===== src/rtl/shiftreg_load_ctrl.sv =====
// Configuration-chain load sequencer: shifts {stat_data, dyn_data} MSB first on sclk,
// then pulses the static and dynamic latch enables and raises the sticky enfin flag.
module shiftreg_load_ctrl #(
    parameter int DYN_W     = 16,
    parameter int STAT_W    = 88,
    parameter int DIV       = 2,
    parameter int LATCH_CYC = 2
) (
    input  logic              clk,
    input  logic              rst,
    input  logic              start,
    input  logic              abort,
    input  logic [DYN_W-1:0]  dyn_data,
    input  logic [STAT_W-1:0] stat_data,
    output logic              busy,
    output logic              sclk,
    output logic              sdata,
    output logic              stat_le,
    output logic              dyn_le,
    output logic              enfin,
    output logic [2:0]        state_dbg
);

    localparam int N  = DYN_W + STAT_W;
    localparam int BW = $clog2(N);

    localparam logic [7:0]    DIV_M1   = 8'(DIV - 1);
    localparam logic [3:0]    LAT_M1   = 4'(LATCH_CYC - 1);
    localparam logic [BW-1:0] LAST_BIT = BW'(N - 1);

    typedef enum logic [2:0] {
        IDLE     = 3'd0,
        SHIFT_LO = 3'd1,
        SHIFT_HI = 3'd2,
        LATCH_S  = 3'd3,
        LATCH_D  = 3'd4
    } state_t;

    state_t        state, state_n;
    logic [7:0]    phase, phase_n;
    logic [BW-1:0] bit_cnt, bit_n;
    logic [3:0]    lat_cnt, lat_n;
    logic [N-1:0]  shadow, shadow_n;

    logic busy_n, sclk_n, sdata_n, stat_le_n, dyn_le_n, enfin_n;

    assign state_dbg = state;

    // Request semantics: start is a level sampled only in IDLE (no ready/ack);
    // abort dominates start, and is a no-op when nothing is in flight.
    always_comb begin
        state_n  = state;
        phase_n  = phase;
        bit_n    = bit_cnt;
        lat_n    = lat_cnt;
        shadow_n = shadow;
        enfin_n  = enfin;

        case (state)
            IDLE: begin
                if (start && !abort) begin
                    shadow_n = {stat_data, dyn_data};
                    enfin_n  = 1'b0;
                    phase_n  = '0;
                    bit_n    = '0;
                    lat_n    = '0;
                    state_n  = SHIFT_LO;
                end
            end
            SHIFT_LO: begin
                if (phase == DIV_M1) begin
                    phase_n = '0;
                    state_n = SHIFT_HI;
                end else begin
                    phase_n = phase + 8'd1;
                end
            end
            SHIFT_HI: begin
                if (phase == DIV_M1) begin
                    phase_n = '0;
                    if (bit_cnt == LAST_BIT) begin
                        lat_n   = '0;
                        state_n = LATCH_S;
                    end else begin
                        // Next bit appears on sdata in the same cycle sclk falls.
                        bit_n    = bit_cnt + 1'b1;
                        shadow_n = {shadow[N-2:0], 1'b0};
                        state_n  = SHIFT_LO;
                    end
                end else begin
                    phase_n = phase + 8'd1;
                end
            end
            LATCH_S: begin
                if (lat_cnt == LAT_M1) begin
                    lat_n   = '0;
                    state_n = LATCH_D;
                end else begin
                    lat_n = lat_cnt + 4'd1;
                end
            end
            LATCH_D: begin
                if (lat_cnt == LAT_M1) begin
                    lat_n   = '0;
                    enfin_n = 1'b1;
                    state_n = IDLE;
                end else begin
                    lat_n = lat_cnt + 4'd1;
                end
            end
            default: state_n = IDLE;
        endcase

        // Abort drops straight to IDLE without touching enfin (it is already 0 mid-load).
        if (abort && state != IDLE) begin
            state_n = IDLE;
            phase_n = '0;
            bit_n   = '0;
            lat_n   = '0;
        end

        busy_n    = (state_n != IDLE);
        sclk_n    = (state_n == SHIFT_HI);
        stat_le_n = (state_n == LATCH_S);
        dyn_le_n  = (state_n == LATCH_D);
        sdata_n   = ((state_n == SHIFT_LO) || (state_n == SHIFT_HI)) ? shadow_n[N-1] : 1'b0;
    end

    always_ff @(posedge clk) begin
        if (rst) begin
            state   <= IDLE;
            phase   <= '0;
            bit_cnt <= '0;
            lat_cnt <= '0;
            shadow  <= '0;
            busy    <= 1'b0;
            sclk    <= 1'b0;
            sdata   <= 1'b0;
            stat_le <= 1'b0;
            dyn_le  <= 1'b0;
            enfin   <= 1'b0;
        end else begin
            state   <= state_n;
            phase   <= phase_n;
            bit_cnt <= bit_n;
            lat_cnt <= lat_n;
            shadow  <= shadow_n;
            busy    <= busy_n;
            sclk    <= sclk_n;
            sdata   <= sdata_n;
            stat_le <= stat_le_n;
            dyn_le  <= dyn_le_n;
            enfin   <= enfin_n;
        end
    end

endmodule


===== config.mk =====
export PLATFORM = sky130hd
export DESIGN_NAME = shiftreg_load_ctrl
export DESIGN_NICKNAME = d
export VERILOG_FILES = /design/src/rtl/shiftreg_load_ctrl.sv
export SDC_FILE = /design/constraint.sdc
export NUM_CORES = 1
export LEC_CHECK = 0
export BUFFER_PORTS_ARGS = -buffer_cell sky130_fd_sc_hd__buf_4
export CAP_MARGIN = 20
export CELL_PAD_IN_SITES_DETAIL_PLACEMENT = 0
export CELL_PAD_IN_SITES_GLOBAL_PLACEMENT = 1
export CORE_MARGIN = 2
export CORE_UTILIZATION = 42
export DETAILED_ROUTE_END_ITERATION = 12
export GPL_ROUTABILITY_DRIVEN = 0
export PLACE_DENSITY_LB_ADDON = 0.15
export SLEW_MARGIN = 10
export SYNTH_ARGS = -nofsm -noshare
export SYNTH_HDL_FRONTEND = slang
export SYNTH_SLANG_ARGS = --single-unit

===== constraint.sdc =====
create_clock -name clk -period 2.7 [get_ports clk]
set_input_delay 0.27 -clock clk [delete_from_list [all_inputs] [get_ports clk]]
set_output_delay 0.27 -clock clk [all_outputs]
set_load 0.05 [all_outputs]

== After elaboration in Yosys (flattened, before gate mapping) ==
Index checks and enable logic that the tools add are counted.
Storage, ports and cells
  bits in registers: 132
  output and inout bits: 9
  logic and storage cells: 78
Operators by class
  add/subtract/negate cells: 3
  eq/ne operators: 16
  mux-type cells: 27
  bitwise gates (word level): 1
  reductions and logical operators: 19
Operators with widths (number)
  104-bit 2-to-1 mux: 3
  104-bit one-hot mux with 2 select lines: 1
  7-bit 2-to-1 mux: 3
  3-bit 2-to-1 mux: 6
  4-bit 2-to-1 mux: 4
  8-bit 2-to-1 mux: 2
  8-bit one-hot mux with 2 select lines: 1
  3-bit one-hot mux with 5 select lines: 1
  7-bit one-hot mux with 2 select lines: 1
  3-bit by 2-bit == test with 1-bit output (second input constant): 4
  4-bit one-hot mux with 3 select lines: 1
  2-bit inequality test (second input constant): 5
  3-bit nonzero test: 3
  8-bit by 1-bit adder with 8-bit output (second input constant): 1
  8-bit by 1-bit == test with 1-bit output (second input constant): 1
  4-bit AND reduction: 2
  2-bit OR reduction: 4
  7-bit by 1-bit adder with 7-bit output (second input constant): 1
  7-bit == test (second input constant): 1
  3-bit by 1-bit == test with 1-bit output (second input constant): 2
  3-bit == test (second input constant): 2
  2-bit nonzero test: 3
  4-bit by 1-bit adder with 4-bit output (second input constant): 1
  4-bit by 1-bit == test with 1-bit output (second input constant): 1
  10 further kinds: 12

== Longest topological paths before layout ==
Gate-level depths: netlist (run 1).
  depth in word-level cells: 9
  gate-level depth with buffers: 10
  mapped depth without buffers: 7

== Least setup slack after synthesis (run 1) ==
OpenSTA, ideal clock, no wires.
  path kind: reg-to-reg
  start point: reg state[1], in the netlist state_dbg[1]
  end point: reg sdata
  arrival: 2119 ps
  required time: 2642 ps
  setup slack: 523 ps
  cell stages (with the launch flop): 8
  path buffers: 2
  cells stage by stage: dfxtp_1 -> or3b_1 -> nor3_4 -> and2_1 -> buf_4 -> buf_12 -> mux2i_1 -> o211a_1
Between the ends
  cells in the longest elaborated chain, start to end: 7
  elaborated cells on any way between the ends: 20
  classes of those cells: eq/ne: 6; mux: 8; bitwise: 1; reduce/logical: 5
Ends and longest elaborated chain
  from (decl): RTL line 39  | state_t state, state_n;
  from (signal assigned): RTL line 143  | state <= state_n;
  3-bit == test (tied with other cells): RTL line 59  | case (state)
  3-bit one-hot mux with 5 select lines or 1-bit logical AND (tied branches): RTL line 59, 115
  3-bit 2-to-1 mux: RTL line 115  | if (abort && state != IDLE) begin
  3-bit by 1-bit == test with 1-bit output or 3-bit by 2-bit == test with 1-bit output (tied branches): RTL line 126  | sdata_n = ((state_n == SHIFT_LO) || (state_n == SHIFT_HI)) ? shadow_n[N-1] : 1'b0;
  1-bit logical OR: RTL line 126
  1-bit inverter (no source line)
  2-bit OR reduction (no source line)
  to (signal assigned): RTL line 150  | sdata <= sdata_n;
  to (decl): RTL line 17  | output logic sdata,
Parallel ways exist; a longest one is shown, timed or not.
A chain may end at the register's enable or synchronous reset.

== Final worst setup path (run 1) ==
  start point: reg phase[0]
  end point: reg bit_cnt[5]
Between the ends
  cells in the longest elaborated chain, start to end: 3
Ends and longest elaborated chain
  from (decl): RTL line 40  | logic [7:0] phase, phase_n;
  from (signal assigned): RTL line 144  | phase <= phase_n;
  8-bit by 1-bit == test with 1-bit output: RTL line 79  | if (phase == DIV_M1) begin
  2-bit inequality test (no source line)
  4-bit AND reduction (no source line)
  to (signal assigned): RTL line 145  | bit_cnt <= bit_n;
  to (decl): RTL line 41  | logic [BW-1:0] bit_cnt, bit_n;
No other way between the ends.

==> impl_results.html, run 1 <==
<table>
<tr><th>Metric</th><th>Value</th></tr>
<tr><th colspan="2">Critical path</th></tr>
<tr><td>Type of destination of the critical path</td><td>register</td></tr>
<tr><td>Element type at the critical path start</td><td>register</td></tr>
<tr><td>Worst reg2reg startpoint</td><td>phase[0]</td></tr>
<tr><td>Required @ worst endpoint</td><td>around 3.0 ns</td></tr>
<tr><td>Critical Path, Cell by Cell</td><td>ha_1 &gt; or4b_4 &gt; nor2_8 &gt; a31oi_4 &gt; or4_1 &gt; a21oi_1</td></tr>
<tr><td>Worst stage delay on the critical path</td><td>0.58 ns</td></tr>
<tr><td>Setup slack of the most critical reg-to-reg path</td><td>0.25 ns</td></tr>
<tr><td>Arrival time of the worst setup path</td><td>2.79 ns</td></tr>
<tr><td>CP max FO</td><td>32</td></tr>
<tr><td>Slowest-stage cell, CP</td><td>sky130_fd_sc_hd__or4_1</td></tr>
<tr><td>Capturing point of the worst reg2reg path</td><td>bit_cnt[5]</td></tr>
<tr><td>Startpoint-to-endpoint class of the critical path</td><td>reg2reg</td></tr>
<tr><td>Logic depth of the worst register-to-register path</td><td>6</td></tr>
<tr><th colspan="2">Flow run</th></tr>
<tr><td>Max-cap viol count</td><td>0</td></tr>
<tr><th colspan="2">Drt</th></tr>
<tr><td>Number of vias per cell after detailed routing</td><td>5.656</td></tr>
<tr><td>Routed WL</td><td>14,670 um</td></tr>
<tr><td>Wirelength per Cell</td><td>15.83 um</td></tr>
<tr><td>Via Count</td><td>between 5,000 and 6,000</td></tr>
<tr><td>DR iter-0 viols</td><td>462</td></tr>
<tr><td>Post-detailed-route count of antenna-violating nets</td><td>0</td></tr>
<tr><td>Residual DRC count</td><td>0</td></tr>
<tr><td>Total iterations of the first detailed-routing run</td><td>5</td></tr>
<tr><th colspan="2">Final layout</th></tr>
<tr><td>Number of diodes</td><td>0</td></tr>
<tr><td>Multi-input gate area in the final layout</td><td>around 0.003 sq mm</td></tr>
<tr><td>Number of standard cells in the layout, taps in and fillers out</td><td>927</td></tr>
<tr><td>Number of nets in the finished design</td><td>between 800 and 900</td></tr>
<tr><td>Layout fillers</td><td>around 1,300</td></tr>
<tr><td>Proportion of layout cells with a drive suffix above 1</td><td>29.45%</td></tr>
<tr><td>Register cell area after layout</td><td>0.002643 sq mm</td></tr>
<tr><td>Layout overhead on the synthesized area</td><td>25.70%</td></tr>
<tr><td>Design area</td><td>around 0.0076 sq mm</td></tr>
<tr><td>Final design utilization</td><td>54.37%</td></tr>
<tr><th colspan="2">Clock network</th></tr>
<tr><td>CTS buffer count</td><td>17</td></tr>
<tr><td>Clock network latency to the later pin of the worst-skew pair</td><td>0.41 ns</td></tr>
<tr><td>CTS tree</td><td>built</td></tr>
<tr><td>Number of levels the H-tree was split into</td><td>4</td></tr>
<tr><td>Resize count post-CTS</td><td>0</td></tr>
<tr><td>Longest Clk Path Bufs</td><td>2</td></tr>
<tr><td>Post-CTS repair timing setup buffer count</td><td>0</td></tr>
<tr><td>Reg clk slew, reported paths</td><td>0.06 ns</td></tr>
<tr><td>TritonCTS Sinks</td><td>around 130</td></tr>
<tr><td>Library cell used as clock root buffer</td><td>sky130_fd_sc_hd__clkbuf_16</td></tr>
<tr><td>Number of buffers inserted by hold repair at cts</td><td>0</td></tr>
<tr><th colspan="2">Power and ir drop</th></tr>
<tr><td>Sequential power share</td><td>40.4%</td></tr>
<tr><td>Portion of total power attributed to the clock network</td><td>48.5%</td></tr>
<tr><td>Leakage</td><td>~2.7 nW</td></tr>
<tr><td>Cell internal power dissipation</td><td>3.984 mW</td></tr>
<tr><td>Maximum vdd ir drop</td><td>395.2 uV</td></tr>
<tr><td>Relative contribution of combinational cells to total power</td><td>11.1%</td></tr>
<tr><td>Power density relative to cell area</td><td>between 600 and 700 mW/mm^2</td></tr>
<tr><td>Share of total power consumed by net switching</td><td>23.31%</td></tr>
<tr><td>Psw</td><td>approximately 1.2 mW</td></tr>
<tr><th colspan="2">Timing</th></tr>
<tr><td>Unrepaired setup endpoints after global routing</td><td>false</td></tr>
<tr><td>Actual slew at the worst max-slew pin</td><td>0.8162 ns</td></tr>
<tr><td>Relative slew margins</td><td>between 40% and 50%</td></tr>
<tr><td>Post-Route Setup TNS</td><td>0 ns</td></tr>
<tr><td>Number of endpoints failing setup at the final stage</td><td>0</td></tr>
<tr><td>Max Slew Vio Count</td><td>0</td></tr>
<tr><td>Final worst path period need</td><td>2.446 ns</td></tr>
<tr><td>Hold Vio Cnt, Final</td><td>0</td></tr>
<tr><td>F_max</td><td>0.4088 GHz</td></tr>
<tr><td>Share of the cycle needed by the critical path after routing</td><td>90.61%</td></tr>
<tr><td>Clock skew</td><td>between 0.005 and 0.006 ns</td></tr>
<tr><th colspan="2">Place</th></tr>
<tr><td>Placed wire-length estimate</td><td>9072 um</td></tr>
<tr><td>PortBufs</td><td>116</td></tr>
<tr><td>Area post-placement</td><td>0.006935 sq mm</td></tr>
<tr><td>Cells after DPL</td><td>roughly 900</td></tr>
<tr><th colspan="2">Logic synthesis</th></tr>
<tr><td>Synth Flop Type</td><td>sky130_fd_sc_hd__dfxtp_1</td></tr>
<tr><td>Instance count of the mapped netlist</td><td>649</td></tr>
<tr><td>Mean post-synth cell area</td><td>9.287 sq um</td></tr>
<tr><td>Sequential fraction of the synthesis area</td><td>43.84%</td></tr>
<tr><td>Post-synthesis net count</td><td>762</td></tr>
<tr><td>Distinct cells, synth</td><td>52</td></tr>
<tr><td>#FFs+latches synth</td><td>132</td></tr>
<tr><td>FFs w/ async S/R, synth</td><td>0%</td></tr>
<tr><td>Syn Std Cell Area</td><td>0.006027 sq mm</td></tr>
<tr><td>Number of synthesized flops with an enable pin</td><td>0</td></tr>
<tr><td>Number of warnings printed during yosys synthesis</td><td>0</td></tr>
<tr><th colspan="2">Global route</th></tr>
<tr><td>Number of global-route vias before repair</td><td>between 4,000 and 5,000</td></tr>
<tr><td>Residual overflow from global routing</td><td>0</td></tr>
<tr><td>Maximum number of pins on one net before global-route repair</td><td>between 100 and 150</td></tr>
<tr><td>All-layer global routing usage</td><td>19.47%</td></tr>
<tr><td>Initial antenna violation count</td><td>0</td></tr>
<tr><td>First-pass GRT wire length</td><td>23,590 um</td></tr>
<tr><th colspan="2">Run status</th></tr>
<tr><td>Status</td><td>complete, no violations</td></tr>
<tr><th colspan="2">Floorplan</th></tr>
<tr><td>Die footprint</td><td>around 0.015 sq mm</td></tr>
<tr><td>Num rows</td><td>43</td></tr>
<tr><td>Starting density of the core</td><td>about 43%</td></tr>
<tr><td>Die extent in x</td><td>123.8 um</td></tr>
<tr><td>Die height</td><td>123.8 um</td></tr>
<tr><td>I/O Pins</td><td>117</td></tr>
<tr><td>Placeable Area</td><td>about 0.014 sq mm</td></tr>
<tr><th colspan="2">Worst hold path</th></tr>
<tr><td>Hold Crit Class</td><td>in2reg</td></tr>
<tr><td>Min-Delay Path Depth</td><td>2</td></tr>
<tr><td>Startpoint of the most critical hold path</td><td>abort</td></tr>
<tr><td>Hold Crit Endpoint</td><td>state_dbg[2]</td></tr>
</table>
## worst max-delay path by stage
stage | start | endpoint | depth (start not counted)
2_1_floorplan | state_dbg[1] | sdata | 7
3_3_place_gp | phase[0] | bit_cnt[5] | 6
3_5_place_dp | bit_cnt[0] | shadow[5] | 7
4_1_cts | phase[0] | bit_cnt[4] | 6
5_1_grt | bit_cnt[0] | shadow[53] | 7
6_report | phase[0] | bit_cnt[5] | 6
## critical path, delay by kind of cell (launching register included)
family / cells / cell delay, ns
fa+ha+maj: 1 / 0.17
compound gates: 2 / 0.48
flops: 1 / 0.41
simple gates: 3 / 1.33
## flip-flops by register name, indices dropped and copies added, names as in the netlist
signal     flops
shadow       104
sdata          1
busy           1
state_dbg      3
enfin          1
dyn_le         1
lat_cnt        4
phase          8
sclk           1
stat_le        1
bit_cnt        7
## synth_stat cells, types with 2 or more instances
library cell	number	area (sq um)
sky130_fd_sc_hd__dfxtp_1	132	2643
sky130_fd_sc_hd__a21oi_1	117	585.6
sky130_fd_sc_hd__o21ai_0	112	560.5
sky130_fd_sc_hd__a22oi_1	54	405.4
sky130_fd_sc_hd__a22oi_2	50	625.6
sky130_fd_sc_hd__clkbuf_1	40	150.1
sky130_fd_sc_hd__nor2_1	20	75.07
sky130_fd_sc_hd__buf_2	12	60.06
sky130_fd_sc_hd__nand2_1	10	37.54
sky130_fd_sc_hd__or3_1	8	50.05
sky130_fd_sc_hd__nor3_1	7	35.03
sky130_fd_sc_hd__buf_12	6	120.1
sky130_fd_sc_hd__ha_1	5	62.56
sky130_fd_sc_hd__inv_1	5	18.77
sky130_fd_sc_hd__nand3_1	5	25.02
sky130_fd_sc_hd__xor2_1	5	43.79
sky130_fd_sc_hd__nand4_1	4	25.02
sky130_fd_sc_hd__o31ai_1	4	30.03
sky130_fd_sc_hd__a21o_1	3	22.52
sky130_fd_sc_hd__buf_6	3	33.78
sky130_fd_sc_hd__mux2i_1	3	30.03
sky130_fd_sc_hd__nand2b_1	3	18.77
sky130_fd_sc_hd__nor2b_1	3	18.77
sky130_fd_sc_hd__a21boi_0	2	15.01
sky130_fd_sc_hd__and2_1	2	12.51
sky130_fd_sc_hd__and3_1	2	12.51
sky130_fd_sc_hd__buf_4	2	15.01
sky130_fd_sc_hd__nor3b_1	2	15.01
sky130_fd_sc_hd__o211ai_1	2	15.01
sky130_fd_sc_hd__or2_2	2	12.51
sky130_fd_sc_hd__or4_1	2	15.01
sky130_fd_sc_hd__xnor2_1	2	17.52
## power groups by stage
stage / Clock (mW) / Sequential (mW) / Combinational (mW)
finish: 2.52 / 2.10 / 0.576
global route: 2.67 / 2.11 / 0.633
CTS: 2.57 / 2.10 / 0.580
detailed placement: 0 / 2.14 / 0.578
global placement: 0 / 2.14 / 0.567
floorplan: 0 / 2.14 / 0.348
## layout by cell type (no fill, tap or decap), types with 8 or more instances in the layout
| master | n |
|---|---|
| sky130_fd_sc_hd__a22oi_2 | 50 |
| sky130_fd_sc_hd__a21oi_1 | 117 |
| sky130_fd_sc_hd__buf_4 | 124 |
| sky130_fd_sc_hd__clkbuf_16 | 17 |
| sky130_fd_sc_hd__dfxtp_1 | 132 |
| sky130_fd_sc_hd__o21ai_0 | 112 |
| sky130_fd_sc_hd__or3_1 | 8 |
| sky130_fd_sc_hd__a22oi_1 | 54 |
| sky130_fd_sc_hd__nor2_1 | 20 |
| sky130_fd_sc_hd__nand2_1 | 10 |
## logic make-up (layout without fill, tap and decap cells)
kind of cell	Yosys count	count (layout)	share of synthesized area, %
AOI/OAI and AO/OA	351	351	38.68
xor gates and xnor gates	7	7	1.017
adders and majority gates	6	6	1.204
buffers and inverters	68	166	6.602
DFF	132	132	43.84
muxes	4	4	0.6851
and+or+nand+nor	81	81	7.972
## area by class of cell
class / instances / share of cell area (%)
Multi-Input combinational cell: 449 / 39.57
Sequential cell: 132 / 34.88
Timing Repair Buffer: 130 / 13.87
Clock buffer: 22 / 6.127
Tap cell: 180 / 2.973
Clock inverter: 9 / 2.329
Inverter: 5 / 0.2477
## metrics by stage
stage                     hold WS [ns]  setup WS (ns)  power (mW)
after global routing           0.05957        0.01611       5.414
after global placement          0.4612         0.3003       2.703
final                          0.07563         0.2536       5.194
after CTS                      0.05692         0.2440       5.246
after floorplan                 0.3480         0.5227       2.489
after detailed placement        0.4661         0.2632       2.718
## routing by layer
metal  global-route usage, %  share of wire, %  up-vias
met5                       0                 0        -
met4                   5.327              0.72        0
met3                   5.174               4.4       10
met2                   31.42                49      111
met1                   25.72                46     2522
li1                        -                 -     2600
No activity file was read; power rests on OpenSTA's default activity.
==> inputs of run 2 (changes only) <==
- HOLD_SLACK_MARGIN: default -> 0.03
- PLACE_DENSITY: default -> 0.82
- PLACE_DENSITY_LB_ADDON: 0.15 -> default
==> run 2 against run 1 <==
Via count is 1.6% higher. Worst hold slack worse by 0.0080 ns. Sequential cell count stayed put. Sequential share of layout area is 0.27 points higher. Worst setup slack better by 0.18 ns. Non-clock buffer count is 3 lower. Die area stayed put. Maximum frequency is 8.0% higher. Design area is 0.76% lower. Sequential power hardly changed. Combinational power is 0.7% higher. Critical path type unchanged. Largest power group unchanged.
==> impl_results.html, run 2 (synthesized netlist as in run 1, its figures left out) <==
<table>
<tr><th>Metric</th><th>Value</th></tr>
<tr><th colspan="2">Critical path</th></tr>
<tr><td>Arrival time of the worst setup path</td><td>2.61 ns</td></tr>
<tr><td>Critical Path, Cell by Cell</td><td>ha_1 &gt; or4b_4 &gt; nor2_8 &gt; a31oi_4 &gt; or4_1 &gt; a21oi_1</td></tr>
<tr><td>Cell family contributing the most delay on the critical path</td><td>simple AND/OR/NAND/NOR gates</td></tr>
<tr><td>Slowest-stage cell, CP</td><td>sky130_fd_sc_hd__or4b_4</td></tr>
<tr><td>Element type at the critical path start</td><td>register</td></tr>
<tr><td>Critical path depth in cells</td><td>6</td></tr>
<tr><td>Logic depth of the worst register-to-register path</td><td>6</td></tr>
<tr><td>Required @ worst endpoint</td><td>3.05 ns</td></tr>
<tr><td>Setup slack of the most critical reg-to-reg path</td><td>0.43 ns</td></tr>
<tr><td>Number of buffer and inverter instances along the worst setup path</td><td>0</td></tr>
<tr><td>Worst stage delay on the critical path</td><td>around 0.53 ns</td></tr>
<tr><td>CP max FO</td><td>14</td></tr>
<tr><td>Startpoint-to-endpoint class of the critical path</td><td>reg2reg</td></tr>
<tr><td>Type of destination of the critical path</td><td>register</td></tr>
<tr><th colspan="2">Timing</th></tr>
<tr><td>Unrepaired setup endpoints after global routing</td><td>false</td></tr>
<tr><td>Relative slew margins</td><td>51.83%</td></tr>
<tr><td>Setup ws final</td><td>between 0.4 and 0.5 ns</td></tr>
<tr><td>Clock skew</td><td>roughly 0.01 ns</td></tr>
<tr><td>Max Slew Vio Count</td><td>0</td></tr>
<tr><td>Smallest hold slack</td><td>~0.068 ns</td></tr>
<tr><td>Share of the cycle needed by the critical path after routing</td><td>83.92%</td></tr>
<tr><td>F_max</td><td>0.4413 GHz</td></tr>
<tr><td>Actual slew at the worst max-slew pin</td><td>~0.72 ns</td></tr>
<tr><td>Hold Vio Cnt, Final</td><td>0</td></tr>
<tr><td>Final worst path period need</td><td>2.266 ns</td></tr>
<tr><td>Post-Route Setup TNS</td><td>0 ns</td></tr>
<tr><td>Number of endpoints failing setup at the final stage</td><td>0</td></tr>
<tr><th colspan="2">Global route</th></tr>
<tr><td>Initial antenna violation count</td><td>0</td></tr>
<tr><td>Residual overflow from global routing</td><td>0</td></tr>
<tr><td>First-pass GRT wire length</td><td>23,500 um</td></tr>
<tr><td>Maximum number of pins on one net before global-route repair</td><td>108</td></tr>
<tr><td>All-layer global routing usage</td><td>19.47%</td></tr>
<tr><td>Number of global-route vias before repair</td><td>5,057</td></tr>
<tr><th colspan="2">Place</th></tr>
<tr><td>PortBufs</td><td>116</td></tr>
<tr><td>Placed wire-length estimate</td><td>9197 um</td></tr>
<tr><td>Cells after DPL</td><td>893</td></tr>
<tr><td>Area post-placement</td><td>0.006900 sq mm</td></tr>
<tr><td>Post-place setup slack</td><td>0.4353 ns</td></tr>
<tr><th colspan="2">Flow run</th></tr>
<tr><td>Max-cap viol count</td><td>0</td></tr>
<tr><th colspan="2">Final layout</th></tr>
<tr><td>Number of standard cells in the layout, taps in and fillers out</td><td>925</td></tr>
<tr><td>Most common library cell in the layout ignoring fill and taps</td><td>sky130_fd_sc_hd__dfxtp_1</td></tr>
<tr><td>Largest registers</td><td>shadow (104), phase (8), bit_cnt (7)</td></tr>
<tr><td>Largest register by flop count</td><td>shadow</td></tr>
<tr><td>Number of flip-flops in the largest register</td><td>around 100</td></tr>
<tr><td>Design area</td><td>0.007518 sq mm</td></tr>
<tr><td>Most frequent cells in the layout</td><td>132 x sky130_fd_sc_hd__dfxtp_1, 122 x sky130_fd_sc_hd__buf_4, 117 x sky130_fd_sc_hd__a21oi_1, 112 x sky130_fd_sc_hd__o21ai_0, 54 x sky130_fd_sc_hd__a22oi_1</td></tr>
<tr><td>Proportion of layout cells with a drive suffix above 1</td><td>29.40%</td></tr>
<tr><td>Number of nets in the finished design</td><td>845</td></tr>
<tr><td>Number of diodes</td><td>0</td></tr>
<tr><td>Layout overhead on the synthesized area</td><td>24.75%</td></tr>
<tr><td>Final design utilization</td><td>53.96%</td></tr>
<tr><th colspan="2">Drt</th></tr>
<tr><td>Post-detailed-route count of antenna-violating nets</td><td>0</td></tr>
<tr><td>Number of vias per cell after detailed routing</td><td>5.759</td></tr>
<tr><td>Total iterations of the first detailed-routing run</td><td>5</td></tr>
<tr><td>DR iter-0 viols</td><td>about 400</td></tr>
<tr><td>Via Count</td><td>5,327</td></tr>
<tr><td>Routed WL</td><td>between 10,000 and 15,000 um</td></tr>
<tr><td>Wirelength per Cell</td><td>16.09 um</td></tr>
<tr><td>Residual DRC count</td><td>0</td></tr>
<tr><th colspan="2">Power and ir drop</th></tr>
<tr><td>Portion of total power attributed to the clock network</td><td>46.8%</td></tr>
<tr><td>Final Power</td><td>about 5 mW</td></tr>
<tr><td>Power density relative to cell area</td><td>around 670 mW/mm^2</td></tr>
<tr><td>Share of total power consumed by net switching</td><td>23.88%</td></tr>
<tr><td>Cell internal power dissipation</td><td>around 3.8 mW</td></tr>
<tr><td>Psw</td><td>roughly 1.2 mW</td></tr>
<tr><td>Maximum vdd ir drop</td><td>402.9 uV</td></tr>
<tr><td>Relative contribution of combinational cells to total power</td><td>11.5%</td></tr>
<tr><td>Sequential power share</td><td>between 40% and 50%</td></tr>
<tr><td>Leakage</td><td>2.639 nW</td></tr>
<tr><th colspan="2">Worst hold path</th></tr>
<tr><td>Hold Crit Class</td><td>in2reg</td></tr>
<tr><td>Min-Delay Path Depth</td><td>2</td></tr>
<tr><th colspan="2">Clock network</th></tr>
<tr><td>Number of levels the H-tree was split into</td><td>4</td></tr>
<tr><td>Longest Clk Path Bufs</td><td>2</td></tr>
<tr><td>CTS buffer count</td><td>17</td></tr>
<tr><td>Resize count post-CTS</td><td>0</td></tr>
<tr><td>Clock network latency to the later pin of the worst-skew pair</td><td>0.42 ns</td></tr>
<tr><td>TritonCTS Sinks</td><td>132</td></tr>
<tr><td>Post-CTS repair timing setup buffer count</td><td>0</td></tr>
<tr><td>CTS tree</td><td>built</td></tr>
<tr><td>Number of buffers inserted by hold repair at cts</td><td>0</td></tr>
<tr><td>Reg clk slew, reported paths</td><td>0.05 ns</td></tr>
<tr><td>Library cell used as clock root buffer</td><td>sky130_fd_sc_hd__clkbuf_16</td></tr>
<tr><th colspan="2">Floorplan</th></tr>
<tr><td>Starting density of the core</td><td>43.25%</td></tr>
<tr><td>I/O Pins</td><td>117</td></tr>
<tr><td>Num rows</td><td>43</td></tr>
<tr><td>Die extent in x</td><td>123.8 um</td></tr>
<tr><td>Die footprint</td><td>0.01532 sq mm</td></tr>
<tr><td>Die height</td><td>roughly 120 um</td></tr>
<tr><td>Placeable Area</td><td>0.01393 sq mm</td></tr>
<tr><th colspan="2">Run status</th></tr>
<tr><td>Status</td><td>complete, no violations</td></tr>
</table>
## run 2: cell count changes in the layout (fill, tap and decap cells not counted)
cell / before / now
sky130_fd_sc_hd__buf_4: 124 / 122
sky130_fd_sc_hd__inv_6: 0 / 1
sky130_fd_sc_hd__clkbuf_1: 3 / 2
sky130_fd_sc_hd__clkinv_4: 1 / 0
sky130_fd_sc_hd__clkinvlp_4: 1 / 2
sky130_fd_sc_hd__bufinv_16: 5 / 2
sky130_fd_sc_hd__buf_12: 6 / 5
sky130_fd_sc_hd__clkinv_2: 2 / 1
sky130_fd_sc_hd__clkbuf_8: 2 / 7
## run 2: worst paths after layout
| path | startpoint | to |
|---|---|---|
| worst min register to register | shadow[46] | shadow[46] |
| worst max register to register | phase[0] | bit_cnt[4] |
| worst max-delay path | phase[0] | bit_cnt[4] |
| worst min-delay path | abort | state_dbg[2] |
## run 2: layout make-up
class	count	area, sq um
clock buffers	26	529.3
clock inverters	6	88.84
fillers	1290	6416
inverters	5	18.77
multi-input cells	449	2998
flip-flops and latches	132	2643
well taps	180	225.2
repair buffers	127	1016
## run 2: power by group through the flow
stage	clock [mW]	sequential, mW	combinational [mW]
2_1_floorplan	0	2.14	0.348
3_3_place_gp	0	2.14	0.566
3_5_place_dp	0	2.14	0.581
4_1_cts	2.41	2.10	0.584
5_1_grt	2.50	2.11	0.634
6_report	2.36	2.10	0.580
## run 2: worst register-to-register path, delay by kind of cell (launching register included)
kind,cells,cell delay [ns]
AO/OA/AOI/OAI,2,0.38
adder cells (fa/ha/maj),1,0.18
AND/OR/NAND/NOR,3,1.23
flip-flops,1,0.41
## run 2: metal layers
| metal | part of all wire, % | GRT usage (%) |
|---|---|---|
| met2 | 47 | 30.73 |
| met4 | 1.8 | 8.168 |
| met5 | 0 | 0 |
| met1 | 46 | 24.98 |
| met3 | 5.1 | 5.449 |
==> inputs of run 3 (changes only) <==
- CORE_UTILIZATION: 42 -> 38
- PLACE_DENSITY: 0.82 -> 0.78
- clock period: 2.7 -> 1.9 ns (I/O delays scaled with it)
==> run 3 against run 2 <==
The flow now finishes with violations (setup timing). Clock skew decreased by 0.0027 ns. Die area increased by 10%. Register-to-register slack got worse by 0.57 ns. Non-clock buffer count increased by 59. Worst setup slack got worse by 0.57 ns. Critical path type unchanged. Largest cell class unchanged. Largest power group unchanged.
==> impl_results.html, run 3 (synthesized netlist as in run 1, its figures left out) <==
<table>
<tr><th>Metric</th><th>Value</th></tr>
<tr><th colspan="2">Run status</th></tr>
<tr><td>Status</td><td>finished with violations</td></tr>
<tr><td>Failing checks</td><td>setup timing</td></tr>
<tr><th colspan="2">Power and ir drop</th></tr>
<tr><td>Psw</td><td>1.904 mW</td></tr>
<tr><td>Leakage</td><td>a little over 3 nW</td></tr>
<tr><td>Portion of total power attributed to the clock network</td><td>43.2%</td></tr>
<tr><td>Cell internal power dissipation</td><td>5.210 mW</td></tr>
<tr><td>Power density relative to cell area</td><td>835.3 mW/mm^2</td></tr>
<tr><td>Maximum vdd ir drop</td><td>592.2 uV</td></tr>
<tr><td>Share of total power consumed by net switching</td><td>approximately 27%</td></tr>
<tr><td>Sequential power share</td><td>between 40% and 50%</td></tr>
<tr><td>Relative contribution of combinational cells to total power</td><td>14.8%</td></tr>
<tr><th colspan="2">Drt</th></tr>
<tr><td>Post-detailed-route count of antenna-violating nets</td><td>0</td></tr>
<tr><td>Routed WL</td><td>roughly 17,000 um</td></tr>
<tr><td>Via Count</td><td>5,561</td></tr>
<tr><td>Number of vias per cell after detailed routing</td><td>around 5.4</td></tr>
<tr><td>Residual DRC count</td><td>0</td></tr>
<tr><td>Total iterations of the first detailed-routing run</td><td>4</td></tr>
<tr><td>Wirelength per Cell</td><td>16.44 um</td></tr>
<tr><td>DR iter-0 viols</td><td>about 360</td></tr>
<tr><th colspan="2">Timing</th></tr>
<tr><td>Relative slew margins</td><td>around three fifths</td></tr>
<tr><td>Actual slew at the worst max-slew pin</td><td>0.6134 ns</td></tr>
<tr><td>F_max</td><td>0.4923 GHz</td></tr>
<tr><td>Max Slew Vio Count</td><td>0</td></tr>
<tr><td>Hold Vio Cnt, Final</td><td>0</td></tr>
<tr><td>Number of endpoints failing setup at the final stage</td><td>119</td></tr>
<tr><td>Post-Route Setup TNS</td><td>-8.198 ns</td></tr>
<tr><td>Final worst path period need</td><td>2.031 ns</td></tr>
<tr><td>Clock skew</td><td>0.007333 ns</td></tr>
<tr><td>Unrepaired setup endpoints after global routing</td><td>true</td></tr>
<tr><td>Setup ws final</td><td>-0.1313 ns</td></tr>
<tr><td>Share of the cycle needed by the critical path after routing</td><td>106.9%</td></tr>
<tr><th colspan="2">Floorplan</th></tr>
<tr><td>Die footprint</td><td>about 0.017 sq mm</td></tr>
<tr><td>Die extent in x</td><td>129.9 um</td></tr>
<tr><td>Starting density of the core</td><td>38.36%</td></tr>
<tr><td>Placeable Area</td><td>0.01571 sq mm</td></tr>
<tr><td>I/O Pins</td><td>117</td></tr>
<tr><td>Die height</td><td>129.9 um</td></tr>
<tr><td>Num rows</td><td>46</td></tr>
<tr><th colspan="2">Final layout</th></tr>
<tr><td>Design area</td><td>0.008517 sq mm</td></tr>
<tr><td>Number of diodes</td><td>0</td></tr>
<tr><td>Largest registers</td><td>shadow (104), phase (8), bit_cnt (7)</td></tr>
<tr><td>Layout fillers</td><td>1,426</td></tr>
<tr><td>Proportion of layout cells with a drive suffix above 1</td><td>40.99%</td></tr>
<tr><td>Layout overhead on the synthesized area</td><td>41.31%</td></tr>
<tr><td>Most frequent cells in the layout</td><td>151 x sky130_fd_sc_hd__buf_4, 127 x sky130_fd_sc_hd__dfxtp_1, 108 x sky130_fd_sc_hd__a21oi_1, 70 x sky130_fd_sc_hd__o21ai_1, 57 x sky130_fd_sc_hd__a22oi_2</td></tr>
<tr><td>Most common library cell in the layout ignoring fill and taps</td><td>sky130_fd_sc_hd__buf_4</td></tr>
<tr><td>Number of flip-flops in the largest register</td><td>between 100 and 150</td></tr>
<tr><td>Largest register by flop count</td><td>shadow</td></tr>
<tr><td>Final design utilization</td><td>54.20%</td></tr>
<tr><td>Number of nets in the finished design</td><td>905</td></tr>
<tr><th colspan="2">Place</th></tr>
<tr><td>Area post-placement</td><td>about 0.0073 sq mm</td></tr>
<tr><td>Placed wire-length estimate</td><td>9792 um</td></tr>
<tr><td>Post-place setup slack</td><td>-0.1411 ns</td></tr>
<tr><td>PortBufs</td><td>roughly 120</td></tr>
<tr><th colspan="2">Critical path</th></tr>
<tr><td>Slowest-stage cell, CP</td><td>sky130_fd_sc_hd__or4b_4</td></tr>
<tr><td>Arrival time of the worst setup path</td><td>approximately 2.4 ns</td></tr>
<tr><td>Type of destination of the critical path</td><td>register</td></tr>
<tr><td>Startpoint-to-endpoint class of the critical path</td><td>reg2reg</td></tr>
<tr><td>Critical Path, Cell by Cell</td><td>inv_2 &gt; ha_4 &gt; or4b_4 &gt; nor3_4 &gt; and2_4 &gt; buf_12 &gt; clkbuf_16 &gt; a22oi_2 &gt; a21oi_1</td></tr>
<tr><td>Worst stage delay on the critical path</td><td>0.52 ns</td></tr>
<tr><td>Element type at the critical path start</td><td>register</td></tr>
<tr><td>Number of buffer and inverter instances along the worst setup path</td><td>3</td></tr>
<tr><td>CP max FO</td><td>10</td></tr>
<tr><td>Required @ worst endpoint</td><td>roughly 2.2 ns</td></tr>
<tr><td>Cell family contributing the most delay on the critical path</td><td>simple AND/OR/NAND/NOR gates</td></tr>
<tr><th colspan="2">Global route</th></tr>
<tr><td>Residual overflow from global routing</td><td>0</td></tr>
<tr><td>All-layer global routing usage</td><td>between 10% and 20%</td></tr>
<tr><td>Number of global-route vias before repair</td><td>5,174</td></tr>
<tr><td>Initial antenna violation count</td><td>0</td></tr>
<tr><td>Maximum number of pins on one net before global-route repair</td><td>71</td></tr>
<tr><td>First-pass GRT wire length</td><td>approximately 24,000 um</td></tr>
<tr><th colspan="2">Clock network</th></tr>
<tr><td>Library cell used as clock root buffer</td><td>sky130_fd_sc_hd__clkbuf_16</td></tr>
<tr><td>Clock network latency to the later pin of the worst-skew pair</td><td>0.42 ns</td></tr>
<tr><td>CTS tree</td><td>built</td></tr>
<tr><td>CTS buffer count</td><td>17</td></tr>
<tr><td>Longest Clk Path Bufs</td><td>2</td></tr>
<tr><td>TritonCTS Sinks</td><td>132</td></tr>
<tr><td>Number of levels the H-tree was split into</td><td>4</td></tr>
<tr><td>Reg clk slew, reported paths</td><td>0.06 ns</td></tr>
<tr><th colspan="2">Flow run</th></tr>
<tr><td>Max-cap viol count</td><td>0</td></tr>
<tr><th colspan="2">Worst hold path</th></tr>
<tr><td>Hold Crit Class</td><td>in2reg</td></tr>
</table>
## run 3: layer usage
metal  wire [um]  track usage [%]  up-vias
met3         725            5.248       15
li1            -                -     2734
met2        8252            29.57      118
met4         159            6.072        0
met5           0                0        -
met1        7649            22.51     2694
## run 3: final timing paths
path	cells after the start	slack, ns	end	startpoint
worst max-delay path	9	-0.13	shadow[39]	phase[1]
worst min-delay path	3	0.06	shadow[27]	stat_data[11]
worst max register to register	9	-0.13	shadow[39]	phase[1]
worst min register to register	2	0.47	shadow[68]	shadow[68]
## run 3: power by group through the flow
stage / sequential, mW / combinational [mW] / clock [mW]
2_1_floorplan: 3.05 / 0.496 / 0
3_3_place_gp: 3.03 / 0.868 / 0
3_5_place_dp: 3.04 / 0.888 / 0
4_1_cts: 2.98 / 0.927 / 3.14
5_1_grt: 3.00 / 1.14 / 3.27
6_report: 2.99 / 1.05 / 3.07
## run 3: area by class of cell
class	instances	area, sq um	area share (%)
tap	216	270.3	3.173
multi-input combinational	450	3259	38.27
clock inverter	15	135.1	1.587
sequential	132	2649	31.10
clock buffer	17	425.4	4.995
inverter	5	18.77	0.2204
timing repair buffer	186	1759	20.66
## run 3: timing repair
| item | CTS | global route |
|---|---|---|
| endpoints found under the hold margin | 4 | 0 |
| resized for setup | 19 | 135 |
| setup buffers | 2 | 10 |
| pin swaps | 1 | 17 |
| gates cloned | 1 | 14 |
| hold buffers | 3 | 0 |
| endpoints found under the setup margin | 115 | 129 |
## run 3: tightest hold or removal path, stage by stage
cell and delay (ns):
sky130_fd_sc_hd__buf_4 0.08, sky130_fd_sc_hd__a22oi_2 0.06, sky130_fd_sc_hd__a21oi_2 0.10
## run 3: per-stage QoR
stage | cells | power (mW) | hold slack (ns)
floorplan | 649 | 3.541 | 0.2606
global placement | 961 | 3.900 | 0.4029
detailed placement | 961 | 3.924 | 0.4053
CTS | 999 | 7.047 | 0.03742
global route | 1021 | 7.410 | 0.04752
finish | 1021 | 7.114 | 0.05659
